### src/rtl/ext_fifo_refill_ctrl_pkg.sv
// Shared widths and FSM encodings for the external-SRAM refill controller.
package ext_fifo_refill_ctrl_pkg;

    localparam int DEF_ADDR_W = 19;
    localparam int DEF_CNT_W  = 20;
    localparam int DEF_DATA_W = 36;

    typedef logic [1:0] fsm_state_t;

    localparam fsm_state_t IDLE  = 2'd0;
    localparam fsm_state_t BURST = 2'd1;
    localparam fsm_state_t DRAIN = 2'd2;

endpackage

### src/rtl/ext_fifo_refill_ctrl_rd_latency_pipe.sv
// LAT-deep valid shift register tracking SRAM reads still in flight.
module rd_latency_pipe
    import ext_fifo_refill_ctrl_pkg::*;
#(
    parameter int LAT = 4
) (
    input  logic clk,
    input  logic rst_n,
    input  logic req,
    output logic wr_en,
    output logic in_flight,
    output logic last_only
);

    // Only the oldest request remains: the pipe empties on the next edge.
    localparam logic [LAT-1:0] LAST_MASK = LAT'(1 << (LAT - 1));

    logic [LAT-1:0] shift;

    always_ff @(posedge clk or negedge rst_n) begin
        if (!rst_n) begin
            shift <= '0;
        end else begin
            shift[0] <= req;
            for (int i = 1; i < LAT; i++) begin
                shift[i] <= shift[i-1];
            end
        end
    end

    assign wr_en     = shift[LAT-1];
    assign in_flight = |shift;
    assign last_only = (shift == LAST_MASK);

endmodule

### src/rtl/ext_fifo_refill_ctrl.sv
// Burst-refill engine: reads SRAM in bursts once the randomized full flag drops
// and streams the fixed-latency returns into the on-chip egress FIFO.
module ext_fifo_refill_ctrl
    import ext_fifo_refill_ctrl_pkg::*;
#(
    parameter int BURST_LEN = 16,
    parameter int LAT       = 4,
    parameter int ADDR_W    = DEF_ADDR_W,
    parameter int CNT_W     = DEF_CNT_W,
    parameter int DATA_W    = DEF_DATA_W
) (
    input  logic              clk,
    input  logic              rst_n,
    input  logic              full_in,
    input  logic [CNT_W-1:0]  ext_occupied,
    output logic              rd_req,
    output logic [ADDR_W-1:0] rd_addr,
    input  logic [DATA_W-1:0] sram_rdata,
    output logic              fifo_wr_en,
    output logic [DATA_W-1:0] fifo_wr_data,
    output logic              ext_consume,
    output logic              busy
);

    localparam logic [CNT_W-1:0] MAX_BURST = CNT_W'(BURST_LEN);

    fsm_state_t       state;
    logic [CNT_W-1:0] burst_cnt;
    logic [CNT_W-1:0] burst_load;
    logic             in_flight;
    logic             last_only;
    logic             drain_done;

    rd_latency_pipe #(
        .LAT(LAT)
    ) u_pipe (
        .clk      (clk),
        .rst_n    (rst_n),
        .req      (rd_req),
        .wr_en    (fifo_wr_en),
        .in_flight(in_flight),
        .last_only(last_only)
    );

    assign burst_load   = (ext_occupied < MAX_BURST) ? ext_occupied : MAX_BURST;
    assign rd_req       = (state == BURST);
    assign ext_consume  = rd_req;
    assign busy         = (state == BURST) || (state == DRAIN);
    assign fifo_wr_data = sram_rdata;

    // Leave DRAIN on the edge that retires the final return, so busy drops
    // the cycle after the last FIFO write.
    assign drain_done = !in_flight || last_only;

    always_ff @(posedge clk or negedge rst_n) begin
        if (!rst_n) begin
            state     <= IDLE;
            burst_cnt <= '0;
            rd_addr   <= '0;
        end else begin
            case (state)
                IDLE: begin
                    if (!full_in && (ext_occupied != '0)) begin
                        state     <= BURST;
                        burst_cnt <= burst_load;
                    end
                end
                BURST: begin
                    rd_addr   <= rd_addr + 1'b1;
                    burst_cnt <= burst_cnt - 1'b1;
                    if (burst_cnt == CNT_W'(1)) begin
                        state <= DRAIN;
                    end
                end
                DRAIN: begin
                    if (drain_done) begin
                        state <= IDLE;
                    end
                end
                default: state <= IDLE;
            endcase
        end
    end

    burst_cnt_live: assert property (@(posedge clk) disable iff (!rst_n)
        (state == BURST) |-> (burst_cnt != '0));

endmodule
### config.mk
export PLATFORM = sky130hd
export DESIGN_NAME = ext_fifo_refill_ctrl
export DESIGN_NICKNAME = d
export VERILOG_FILES = /design/src/rtl/ext_fifo_refill_ctrl_pkg.sv /design/src/rtl/ext_fifo_refill_ctrl_rd_latency_pipe.sv /design/src/rtl/ext_fifo_refill_ctrl.sv
export SDC_FILE = /design/constraint.sdc
export NUM_CORES = 1
export LEC_CHECK = 0
export CORE_ASPECT_RATIO = 2
export CORE_MARGIN = 1
export CORE_UTILIZATION = 43
export CTS_BUF_LIST = sky130_fd_sc_hd__clkbuf_8
export CTS_CLUSTER_SIZE = 40
export DETAILED_ROUTE_END_ITERATION = 8
export GPL_TIMING_DRIVEN = 0
export PLACE_DENSITY_LB_ADDON = 0.2
export SLEW_MARGIN = 20
export SYNTH_ARGS = -nofsm -noshare
export SYNTH_HDL_FRONTEND = slang
export SYNTH_HIERARCHICAL = 1
export SYNTH_SLANG_ARGS = --single-unit
### constraint.sdc
create_clock -name clk -period 3.1 [get_ports clk]
set_input_delay 0.62 -clock clk [delete_from_list [all_inputs] [get_ports clk]]
set_output_delay 0.62 -clock clk [all_outputs]
set_load 0.03 [all_outputs]
======== After elaboration in Yosys (flattened, before gate mapping) ========
Index checks and enable logic that the tools add are counted.
storage, ports and cells
  register bits ........................... 45
  bits of input ports ..................... 59
  output and inout port bits .............. 59
  logic and storage cells ................. 32
operators by class
  add/subtract/negate cells ............... 2
  magnitude comparators ................... 1
  equality and inequality tests ........... 7
  mux-type cells .......................... 7
  reductions and logical operators ........ 11
operators by type and width
  kind                                                 number
  2-to-1 mux 20 bit                                    2
  case mux 20 bit (2 select lines)                     1
  == test 20 x 1 -> 1 bit, second input constant       1
  < comparator 20 x 5 -> 1 bit, second input constant  1
  nonzero test 20 bit                                  1
  subtractor 20 x 1 -> 20 bit, second input constant   1
  adder 19 x 1 -> 19 bit, second input constant        1
  2-to-1 mux 2 bit                                     3
  != test 2 bit, second input constant                 3
  case mux 2 bit (3 select lines)                      1
  == test 4 bit, second input constant                 1
  OR reduction 4 bit                                   1
  AND reduction 3 bit                                  1
  == test 2 x 1 -> 1 bit, second input constant        1
  == test 2 bit, second input constant                 1
  zero test 1 bit                                      2
  zero test 2 bit                                      1
  logical OR 1 bit                                     2
  AND reduction 2 bit                                  1
  nonzero test 2 bit                                   1
  logical AND 1 bit                                    1

======== Logic depth before layout (Yosys ltp) ========
Gate-level depths: netlist of run 1.
  depth in word-level cells ............... 5
  mapped depth ............................ 8
  gate-level depth less buffers ........... 7

======== By module ========
The synthesis of run 1 kept the hierarchy.
by module, submodules not included
  module                instances  cells an instance  area each (sq um)  seq. area each (sq um)
  ext_fifo_refill_ctrl  1          267                2464.9             1026.0
  rd_latency_pipe       1          6                  116.4              100.1

======== Worst setup path after synthesis of run 1 ========
Ideal clock, no wire load.
  path type ............................... reg-to-reg
  start point ............................. register burst_cnt[14]
  end point ............................... register state[0]
  setup time .............................. 0.127 ns
  arrival ................................. 2.139 ns
  data required time ...................... 2.973 ns
  slack ................................... 0.834 ns
  cell stages (with the launch flop) ...... 6
  buffers on the path ..................... 0
  clock period less this slack ............ 2.266 ns
  cell sequence ........................... dfrtp_1 -> or4_4 -> or4_4 -> nor4_2 -> o221a_2 -> mux2_1
between the ends
  word-level cells in the longest chain between the ends .. 3
RTL lines
  what                                  line                        text
  start: declaration                    ext_fifo_refill_ctrl.sv:28  logic [CNT_W-1:0] burst_cnt;
  start signal: assignment              ext_fifo_refill_ctrl.sv:65  burst_cnt <= burst_load;
  start signal: assignment              ext_fifo_refill_ctrl.sv:70  burst_cnt <= burst_cnt - 1'b1;
  == test 20 x 1 -> 1 bit               ext_fifo_refill_ctrl.sv:71  if (burst_cnt == CNT_W'(1)) begin
  != test 2 bit (no source line)        -
  AND reduction 3 bit (no source line)  -
  end signal: assignment                ext_fifo_refill_ctrl.sv:72  state <= DRAIN;
  end signal: assignment                ext_fifo_refill_ctrl.sv:77  state <= IDLE;
  end signal: assignment                ext_fifo_refill_ctrl.sv:80  default: state <= IDLE;
  end: declaration                      ext_fifo_refill_ctrl.sv:27  fsm_state_t state;
No other way between the ends.
A chain may end at the register's enable or synchronous reset.

======== Worst setup path in the final report of run 1 ========
  start point ............................. register state[1]
  end point ............................... output rd_req
between the ends
  word-level cells in the longest chain between the ends .. 1
RTL lines
  what                      line                        text
  start signal: assignment  ext_fifo_refill_ctrl.sv:57  state <= IDLE;
  start signal: assignment  ext_fifo_refill_ctrl.sv:64  state <= BURST;
  start signal: assignment  ext_fifo_refill_ctrl.sv:72
  == test 2 x 1 -> 1 bit    ext_fifo_refill_ctrl.sv:46  assign rd_req = (state == BURST);
  end: declaration          ext_fifo_refill_ctrl.sv:16  output logic rd_req,
No other way between the ends.

==> results of run 1 <==
[power breakdown]
group	total (mW)	internal [mW]	switching (mW)	leakage, nW
clock network	0.432	0.234	0.198	0.0540
registers	0.955	0.762	0.194	0.599
logic	1.52	0.607	0.908	0.894
total	2.90	1.60	1.30	1.55
[worst paths after layout]
kind	startpoint	endpoint	slack [ns]	cells past startpoint
max in group asynchronous	rst_n	rd_addr[15]	2.39	2
min in group clk	u_pipe/shift[2]	u_pipe/shift[3]	0.40	0
min reg2reg	u_pipe/shift[2]	u_pipe/shift[3]	0.40	0
max	state[1]	rd_req	0.63	4
max reg2reg	burst_cnt[14]	state[0]	0.65	5
min	rst_n	u_pipe/shift[3]	0.22	1
[placed cells by master, fill, tap and decap left out, types with 2 or more instances in the layout]
| cell | instances |
|---|---|
| clkdlybuf4s50_1 | 80 |
| dfrtp_1 | 45 |
| buf_4 | 37 |
| nand2_1 | 33 |
| nor2_1 | 17 |
| o21ai_0 | 12 |
| xnor2_1 | 12 |
| nand4_1 | 11 |
| nand3_1 | 11 |
| nor4_1 | 7 |
| xor2_1 | 6 |
| ha_1 | 6 |
| inv_1 | 5 |
| clkbuf_1 | 5 |
| nor3_1 | 5 |
| a21oi_1 | 5 |
| clkbuf_8 | 5 |
| o211ai_1 | 4 |
| a31oi_1 | 4 |
| buf_1 | 3 |
| o221ai_1 | 3 |
| or4_1 | 3 |
| or2_2 | 2 |
| nor4_2 | 2 |
| or4_4 | 2 |
| and4_1 | 2 |
| nor3b_1 | 2 |
| or3_1 | 2 |
| a2bb2oi_1 | 2 |
| a221oi_1 | 2 |
[cell type report]
type | instances | area, um^2 | share of cell area
Clock buffer | 5 | 68.8 | 0.0192
Inverter | 6 | 22.5 | 0.00628
Multi-Input combinational cell | 177 | 1120 | 0.314
Clock inverter | 2 | 35.0 | 0.00977
Buffer | 45 | 308 | 0.0858
Timing Repair Buffer | 82 | 826 | 0.230
Tap cell | 61 | 76.3 | 0.0213
Sequential cell | 45 | 1130 | 0.314
[synthesized netlist by cell type (5+ instances only)]
library cell and count:
dfrtp_1 45, buf_4 37, nand2_1 33, nor2_1 17
o21ai_0 12, xnor2_1 12, nand3_1 11, nand4_1 11
nor4_1 7, ha_1 6, xor2_1 6, a21oi_1 5
clkbuf_1 5, inv_1 5, nor3_1 5
[flip-flops by register name (all words and copies together), names as in the netlist]
| signal | cells |
|---|---|
| rd_addr | 19 |
| u_pipe/shift | 4 |
| burst_cnt | 20 |
| state | 2 |
[routing by layer]
metal / global-route usage / up-vias
li1: - / 1115
met1: 0.212 / 1109
met2: 0.400 / 100
met3: 0.0290 / 13
met4: 0.102 / 0
met5: 0 / -
[worst max-delay path, stage by stage, from the launching register on]
cell	delay [ns]
dfrtp_1	0.39
inv_1	0.10
ha_1	0.27
buf_4	0.14
clkdlybuf4s50_1	0.65
[through the flow]
step / instances / utilization / worst slack [ns] / cell area (um^2) / hold WS (ns)
2_1_floorplan: 273 / - / 0.834 / 2580 / 0.324
3_3_place_gp: 415 / 0.602 / 0.154 / 3470 / 0.376
3_5_place_dp: 416 / 0.605 / 0.424 / 3480 / 0.382
4_1_cts: 423 / 0.623 / 0.605 / 3590 / 0.227
5_1_grt: 423 / 0.623 / 0.543 / 3590 / 0.237
6_report: 423 / 0.623 / 0.629 / 3590 / 0.223
[cells by family after synthesis]
kind of cell,Yosys count,synth area share
buf+inv,51,0.128
fa+ha+maj,6,0.0291
simple gates,106,0.215
compound gates,44,0.118
mux,3,0.0126
flops,45,0.436
xor+xnor,18,0.0611
==> results by group, run 1 <==
Status
  – Status: complete, but fails checks
  – Failing checks: DRC

CTS
  – CTS tree: built
  – Post-CTS setup buffers: 0
  – Latest clock arrival within the worst-skew pair: 0.30 ns
  – CTS Buf Count: 5
  – Clock-pin slew on the worst setup and hold paths: 0.08 ns
  – Number of hold buffers added after CTS: 0
  – Post-CTS Resized: 0
  – CTS Root Cell: clkbuf_8
  – Htree depth: 2
  – Clock sink total: 45
  – Clock buffer depth: 2

Place
  – Post-DP HPWL: 4950 um
  – Port Buffers: 81
  – Final RePlAce weighted congestion: around 0.82

Floorplan
  – Rows: 39
  – # IOs: approximately 120
  – Die width: between 50 and 60 um
  – Die Span Y: 112 um
  – Core area: 5760 um^2
  – Initial core utilization: 0.448
  – DIE AREA: roughly 6300 um^2

Run
  – Max Cap Viol: 0

Power and ir drop
  – Power per cell area: 809 nW/um^2
  – Peak VDD IR: 0.545 mV
  – Leakage: roughly 1.5 nW
  – Overall Power: roughly 2.9 mW

Finish
  – Fillers: approximately 530
  – Share of cells above drive strength 1: 0.152
  – Post-layout nets: about 430
  – Syn-to-layout area delta: 39.0%
  – ANT cells: 0

Synthesis
  – Sequential fraction of the synthesis area: 0.436
  – YS warnings: 6
  – Asr flop ratio synth: 1.00
  – Synthesized cell area: 2580 um^2
  – Synth Flop Type: dfrtp_1
  – Number of synthesized flops with an enable pin: 0
  – Count of state elements after synthesis: 45
  – Area leader, netlist: dfrtp_1
  – Area contributors post-synth: dfrtp_1, buf_4, nand2_1
  – Syn Nets: 338
  – Syn Area/Cell: around 9.5 um^2
  – Post-synthesis cell type count: between 50 and 60
  – Cells after synthesis: 273
  – Yosys top cell area share: 0.436

Timing
  – Slew margin rel.: 0.428
  – Minimum clock period: around 2.5 ns
  – Slew Viols, Final: 0
  – Final hold vios: 0
  – Fmax achieved: between 0.4 and 0.5 GHz
  – Setup violators final: 0
  – Fin Clk Skew: between 0.002 and 0.003 ns
  – Least-Margin Pin Slew: 0.850 ns
  – RSZ-0062 raised after global routing: false
  – Final Cycle Share: 0.797
  – Setup tns final: 0 ns

Drt
  – Highest metal used: met4
  – 1st-iter DRT viols: 90
  – Remaining antenna violation count after routing: 0
  – Via density: roughly 5.5
  – Met2 routed WL: 3590 um
  – Wirelength per Cell: approximately 15 um
  – Drt pass-1 iters: 7
  – Final wirelength: around 6400 um
  – Met1 wire length: ~2400 um
  – Vias: around 2300
  – Met3 routed WL: just over 300 um
  – Post-route DRC: 18

Setup path
  – Crit-path max FO: 5
  – Crit path DAT: 1.85 ns
  – Startpoint class of the critical path: flip-flop
  – CP Data Required Time: 2.48 ns
  – Endpoint class of the critical path: primary output
  – Kind of critical path: flip-flop to primary output

Global routing
  – Vias in the first global route: 2328
  – Gr usage total: 0.209
  – Largest net degree at the start of global routing: 32
  – First-pass GRT wire length: slightly above 10000 um
  – Antenna violations before repair: 0
  – Global route total overflow: 0

Worst hold path
  – Hold Path Class: input pin to asynchronous set/reset pin
No activity file was read; power rests on OpenSTA's default activity.
==> run 2: changes to the inputs <==
--- a/config.mk
+++ b/config.mk
@@ -7,7 +7,7 @@
 export LEC_CHECK = 0
 export CORE_ASPECT_RATIO = 2
 export CORE_MARGIN = 1
-export CORE_UTILIZATION = 43
+export CORE_UTILIZATION = 39
 export CTS_BUF_LIST = sky130_fd_sc_hd__clkbuf_8
 export CTS_CLUSTER_SIZE = 40
 export DETAILED_ROUTE_END_ITERATION = 8
==> constraint.sdc (replaced) <==
create_clock -name clk -period 2.25 [get_ports clk]
set_input_delay 0.45 -clock clk [delete_from_list [all_inputs] [get_ports clk]]
set_output_delay 0.45 -clock clk [all_outputs]
set_load 0.03 [all_outputs]
==> run 2 against run 1 <==
Against the previous run:
- the flow finishes with violations (setup timing)
- highest routed layer unchanged
- clock power up 15%
- power up 41%
- combinational power up 50%
- clock skew up 0.0061 ns
- non-clock buffer count up 7
- cell count up 7.8%
- global-route usage down 1.1 points
- register-to-register slack worse by 0.69 ns
- worst hold slack worse by 0.075 ns
- critical path depth up 1
- worst setup slack worse by 0.67 ns
- via count up 1.6%
==> results by group, run 2 (synthesized netlist as in run 1, its figures left out) <==
Setup path
  – Startpoint class of the critical path: flip-flop
  – Critical path's slowest cell: or4_4
  – WP buf/inv: 0 (-3)
  – Endpoint class of the critical path: flip-flop
  – Kind of critical path: flip-flop to flip-flop
  – Crit path DAT: 2.47 ns (+0.62 ns)
  – CP dominant cell by count: or4_4
  – Crit-path max cell delay: 0.56 ns (-0.09 ns)
  – Crit-path leading delay family: simple AND/OR/NAND/NOR gates
  – CP Cell Sequence: or4_4 > or4_4 > nor4_4 > o221a_2 > mux2_1
  – CP Data Required Time: 2.43 ns (-0.05 ns)
  – Crit-path max FO: 4 (-1)

Timing
  – Slew margin rel.: 0.595 (+0.167)
  – Fmax achieved: approximately 0.44 GHz
  – Slew Viols, Final: 0 (unchanged)
  – Final worst slack: -0.0367 ns (-0.665 ns)
  – Final hold vios: 0 (unchanged)
  – Setup violators final: 1 (+1)
  – Minimum clock period: between 2 and 2.5 ns
  – Least-Margin Pin Slew: 0.604 ns (-0.246 ns)
  – Fin Clk Skew: 0.00903 ns (+0.00609 ns)
  – Final Cycle Share: 1.02
  – RSZ-0062 raised after global routing: true

Power and ir drop
  – Overall Power: 4.10 mW (+41%)
  – Power per cell area: 1110 nW/um^2 (+37%)
  – Peak VDD IR: 0.690 mV (+27%)
  – Leakage: 1.61 nW (+4.4%)

Floorplan
  – Core area: 6360 um^2 (+10%)
  – Die Span Y: 117 um (+4.9%)
  – Die width: 59.5 um (+4.8%)
  – Initial core utilization: 0.406 (-0.0425)
  – # IOs: 118 (unchanged)
  – Rows: 41 (+5.1%)
  – DIE AREA: 6970 um^2 (+10%)

CTS
  – Htree depth: 2 (unchanged)
  – Clock sink total: 45 (unchanged)
  – Latest clock arrival within the worst-skew pair: 0.30 ns (about the same)
  – Number of hold buffers added after CTS: 0 (unchanged)
  – CTS tree: built
  – Clock-pin slew on the worst setup and hold paths: 0.09 ns (about the same)
  – CTS Buf Count: 5 (unchanged)
  – CTS Root Cell: clkbuf_8
  – Clock buffer depth: 2 (unchanged)

Drt
  – Wirelength per Cell: 14.3 um (-6.0%)
  – Drt pass-1 iters: 4 (-3)
  – Final wirelength: 6520 um (+1.4%)
  – Remaining antenna violation count after routing: 0 (unchanged)
  – 1st-iter DRT viols: 83 (-7.8%)
  – Post-route DRC: 0 (-18)
  – Vias: 2374 (+1.6%)
  – Via density: 5.21 (-5.8%)

Finish
  – Biggest regs: burst_cnt (20), rd_addr (19), u_pipe/shift (4)
  – Largest register by flop count: burst_cnt
  – Post-layout nets: 434 (+1.6%)
  – Largest register FFs: 20 (unchanged)
  – Util after Layout: 0.581 (-0.0423)
  – Share of cells above drive strength 1: 0.181 (+0.0291)
  – ANT cells: 0 (unchanged)
  – Commonest non-fill, non-tap cell in the layout: clkdlybuf4s50_1
  – Syn-to-layout area delta: 43.1%
  – Fillers: 603 (+14%)
  – Most frequent cells in the layout: clkdlybuf4s50_1, dfrtp_1, buf_4, nand2_1, nor2_1

Status
  – Failing checks: setup timing
  – Status: complete, but fails checks

Run
  – Max Cap Viol: 0 (unchanged)

Global routing
  – Antenna violations before repair: 0 (unchanged)
  – Vias in the first global route: 2347 (+0.82%)
  – Global route total overflow: 0 (unchanged)
  – Gr usage total: 0.198 (-0.0107)
  – Largest net degree at the start of global routing: 25 (-22%)
  – First-pass GRT wire length: 10500 um (+1.1%)

Worst hold path
  – Hold Path Class: input pin to asynchronous set/reset pin

Place
  – Post-DP HPWL: 4940 um (about the same)
  – Final RePlAce weighted congestion: 0.865 (+5.2%)
  – Port Buffers: 81 (unchanged)
run 2: cell count changes in the layout (fill, tap and decap cells not counted), sizes merged:
cell,delta
buf,+7
clkdlybuf4s50,-2
inv,+2
bufinv,-1
clkinv,-1
clkinvlp,+1
dlygate4sd2,+1
dlymetal6s2s,+1
run 2: power breakdown:
part           switching (mW)  total, mW  internal [mW]
clock network           0.284      0.495          0.211
logic                    1.33       2.28          0.955
registers               0.277       1.33           1.05
total                    1.89       4.10           2.22
run 2: worst register-to-register path: stages (launching register included):
cell and delay, ns:
dfrtp_1 0.41, or4_4 0.56, or4_4 0.48, nor4_4 0.16, o221a_2 0.25, mux2_1 0.31
run 2: cell type report:
| cell class | instances | area [um^2] | share of cell area |
|---|---|---|---|
| timing repair buffer | 89 | 887 | 0.240 |
| buffer | 45 | 312 | 0.0843 |
| clock buffer | 5 | 68.8 | 0.0186 |
| inverter | 6 | 23.8 | 0.00644 |
| tap | 86 | 108 | 0.0291 |
| sequential | 45 | 1130 | 0.305 |
| clock inverter | 3 | 15.0 | 0.00407 |
| multi-input combinational | 177 | 1150 | 0.312 |
run 2: path summary, 6_finish.rpt:
path                                   endpoint  cells past startpoint  slack [ns]            start
worst max-delay path                   state[0]                      5       -0.04    burst_cnt[14]
worst min-delay path                 rd_addr[7]                      1        0.15            rst_n
worst max register to register         state[0]                      5       -0.04    burst_cnt[14]
worst min register to register  u_pipe/shift[2]                      0        0.41  u_pipe/shift[1]
max in group asynchronous           rd_addr[16]                      2        1.58            rst_n
min in group clk                u_pipe/shift[2]                      0        0.41  u_pipe/shift[1]
run 2: stage by stage:
| step | instance area [um^2] | hold WS [ns] | setup TNS (ns) | worst slack, ns | cells |
|---|---|---|---|---|---|
| 2_1_floorplan | 2580 | 0.154 | 0 | 0.00787 | 273 |
| 3_3_place_gp | 3500 | 0.379 | -27.97 | -0.537 | 440 |
| 3_5_place_dp | 3520 | 0.392 | -4.03 | -0.261 | 441 |
| 4_1_cts | 3640 | 0.169 | -0.0875 | -0.0875 | 452 |
| 5_1_grt | 3690 | 0.182 | -0.187 | -0.0931 | 456 |
| 6_report | 3690 | 0.148 | -0.0367 | -0.0367 | 456 |
run 2: what timing repair did:
action	CTS	global route
setup buffers	3	4
pin swaps	3	4
cloned	0	0
endpoints found under the setup margin	7	22
resized for setup	5	7
run 2: metal layers:
layer / global-route usage / part of all wire / vias to the layer above
met4: 0.0853 / 0.016 / 0
met2: 0.381 / 0.56 / 96
met5: 0 / 0 / -
met1: 0.206 / 0.37 / 1137
met3: 0.0264 / 0.044 / 7
li1: - / - / 1134
==> run 3: changes to the inputs <==
--- a/config.mk
+++ b/config.mk
@@ -13,7 +13,6 @@
 export DETAILED_ROUTE_END_ITERATION = 8
 export GPL_TIMING_DRIVEN = 0
 export PLACE_DENSITY_LB_ADDON = 0.2
-export SLEW_MARGIN = 20
 export SYNTH_ARGS = -nofsm -noshare
 export SYNTH_HDL_FRONTEND = slang
 export SYNTH_HIERARCHICAL = 1
==> constraint.sdc (replaced) <==
create_clock -name clk -period 2 [get_ports clk]
set_input_delay 0.4 -clock clk [delete_from_list [all_inputs] [get_ports clk]]
set_output_delay 0.4 -clock clk [all_outputs]
set_load 0.03 [all_outputs]
==> run 3 against run 2 <==
Against the previous run:
- the flow still finishes with violations (setup timing)
- critical path depth stayed put
- clock power is 12% higher
- cell count up 0.44%
- clock skew down 0.0027 ns
- critical endpoint unchanged
==> results by group, run 3 (synthesized netlist as in run 1, its figures left out) <==
Setup path
  – Kind of critical path: flip-flop to flip-flop
  – Crit path DAT: 2.42 ns (-0.05 ns)
  – Crit-path max FO: 4 (unchanged)
  – CP dominant cell by count: or4_4
  – Crit-path leading delay family: simple AND/OR/NAND/NOR gates
  – CP Cell Sequence: or4_4 > or4_4 > nor4_4 > o221a_2 > mux2_4
  – Endpoint class of the critical path: flip-flop
  – Critical path's slowest cell: or4_4
  – Startpoint class of the critical path: flip-flop
  – Crit-path max cell delay: 0.53 ns (-0.03 ns)
  – CP Data Required Time: 2.19 ns (-0.24 ns)
  – WP buf/inv: 0 (unchanged)

Floorplan
  – DIE AREA: 6970 um^2 (unchanged)
  – Die width: 59.5 um (unchanged)
  – Die Span Y: 117 um (unchanged)
  – Core area: 6360 um^2 (unchanged)
  – # IOs: 118 (unchanged)
  – Initial core utilization: 0.406 (unchanged)
  – Rows: 41 (unchanged)

Timing
  – RSZ-0062 raised after global routing: true
  – Minimum clock period: 2.24 ns (-0.0513 ns)
  – Final Cycle Share: 1.12 (+0.101)
  – Final hold vios: 0 (unchanged)
  – Final worst slack: -0.235 ns (-0.199 ns)
  – Fin Clk Skew: 0.00637 ns (-0.00266 ns)
  – Setup violators final: 3 (+2)
  – Setup tns final: -0.571 ns (-0.534 ns)
  – Fmax achieved: 0.447 GHz (+2.3%)
  – Least-Margin Pin Slew: 0.479 ns (-0.125 ns)
  – Slew margin rel.: 0.681 (+0.0860)
  – Slew Viols, Final: 0 (unchanged)

Finish
  – Reg area: 1130 um^2 (+0.11%)
  – Area of the multi-input gates: 1270 um^2 (+9.8%)
  – Cell Count, Final, Fillers Out: 458 (+0.44%)
  – Most frequent cells in the layout: clkdlybuf4s50_1, buf_4, dfrtp_1, nand2_1, nor2_1
  – Largest register FFs: 20 (unchanged)
  – Biggest regs: burst_cnt (20), rd_addr (19), u_pipe/shift (4)
  – Share of cells above drive strength 1: 0.242 (+0.0609)
  – Syn-to-layout area delta: 49.1%
  – Post-layout nets: 436 (+0.46%)
  – Util after Layout: 0.605 (+0.0244)
  – ANT cells: 0 (unchanged)
  – Largest register by flop count: burst_cnt
  – Fillers: 585 (-3.0%)
  – Commonest non-fill, non-tap cell in the layout: clkdlybuf4s50_1
  – Fin area: 3850 um^2 (+4.2%)

Run
  – Max Cap Viol: 0 (unchanged)

Global routing
  – Largest net degree at the start of global routing: 38 (+52%)
  – Global route total overflow: 0 (unchanged)
  – Vias in the first global route: 2323 (-1.0%)
  – Gr usage total: 0.201 (+0.00289)
  – First-pass GRT wire length: 10600 um (+0.92%)
  – Antenna violations before repair: 0 (unchanged)

CTS
  – Clock sink total: 45 (unchanged)
  – CTS Buf Count: 5 (unchanged)
  – Latest clock arrival within the worst-skew pair: 0.30 ns (about the same)
  – CTS tree: built
  – Htree depth: 2 (unchanged)
  – Clock-pin slew on the worst setup and hold paths: 0.09 ns (about the same)
  – Clock buffer depth: 2 (unchanged)
  – CTS Root Cell: clkbuf_8

Worst hold path
  – Hold Path Class: flip-flop to flip-flop

Place
  – Port Buffers: 81 (unchanged)
  – Setup WS pre-CTS: -0.515 ns (-0.254 ns)
  – Final RePlAce weighted congestion: 0.854 (-1.3%)
  – Placed instance area: 3520 um^2 (-0.14%)
  – Placed insts: 441 (unchanged)
  – Post-DP HPWL: 5060 um (+2.4%)

Drt
  – Via density: 5.26 (+1.1%)
  – Vias: 2410 (+1.5%)
  – Remaining antenna violation count after routing: 0 (unchanged)
  – Drt pass-1 iters: 4 (unchanged)
  – Post-route DRC: 0 (unchanged)
  – Final wirelength: 6850 um (+5.0%)
  – 1st-iter DRT viols: 118 (+42%)
  – Wirelength per Cell: 14.9 um (+4.5%)

Status
  – Status: complete, but fails checks
  – Failing checks: setup timing

Power and ir drop
  – Peak VDD IR: 0.669 mV (-3.1%)
  – Power per cell area: 1250 nW/um^2 (+12%)
  – Leakage: 1.72 nW (+6.8%)
==> run 3: cell count changes in the layout (fill, tap and decap cells not counted), sizes merged <==
cell	change
inv	-1
clkdlybuf4s50	-11
dlymetal6s2s	+9
buf	+4
clkinvlp	-1
dlygate4sd2	+2
dlygate4sd3	+1
clkinv	+2
clkbuf	-3
==> run 3: power breakdown <==
part	internal, mW	leakage (nW)	switching [mW]
Clock	0.238	0.0491	0.314
Combinational	1.18	1.08	1.54
Sequential	1.18	0.598	0.344
Total	2.60	1.72	2.20
==> run 3: worst paths after layout <==
| check | from | end | slack [ns] | cells past startpoint |
|---|---|---|---|---|
| worst max-delay path | burst_cnt[15] | state[0] | -0.24 | 5 |
| worst min-delay path | u_pipe/shift[1] | u_pipe/shift[2] | 0.40 | 0 |
| worst max register to register | burst_cnt[15] | state[0] | -0.24 | 5 |
| worst min register to register | u_pipe/shift[1] | u_pipe/shift[2] | 0.40 | 0 |
| max in group asynchronous | rst_n | burst_cnt[12] | 1.04 | 3 |
| min in group asynchronous | rst_n | burst_cnt[2] | 0.49 | 2 |
==> run 3: area by class of cell <==
type                    count  share of cell area
flip-flops and latches     45               0.293
multi-input cells         177               0.329
clock buffers               5              0.0179
repair buffers             92               0.240
plain buffers              44              0.0822
well taps                  86              0.0280
clock inverters             3             0.00358
inverters                   6             0.00618
==> run 3: repair_timing <==
| item | in CTS | in global routing |
|---|---|---|
| pin swaps | 7 | 11 |
| gates cloned | 0 | 1 |
| gates resized for setup | 21 | 36 |
| setup buffers | 6 | 2 |
| hold buffers | 1 | 0 |
| hold endpoints to repair | 8 | 0 |
| endpoints found under the setup margin | 31 | 28 |
==> run 3: per-stage QoR <==
step	power (mW)	hold slack, ns
finish	4.79	0.404
floorplan	3.04	0.104
detailed placement	3.84	0.282
CTS	4.62	0.407
global placement	3.78	0.378
global route	5.11	0.418
==> run 3: layer usage <==
| metal | up-vias | track usage | routed length [um] |
|---|---|---|---|
| li1 | 1137 | - | - |
| met4 | 0 | 0.0853 | 139 |
| met2 | 99 | 0.392 | 4100 |
| met5 | - | 0 | 0 |
| met1 | 1162 | 0.197 | 2230 |
| met3 | 12 | 0.0374 | 371 |
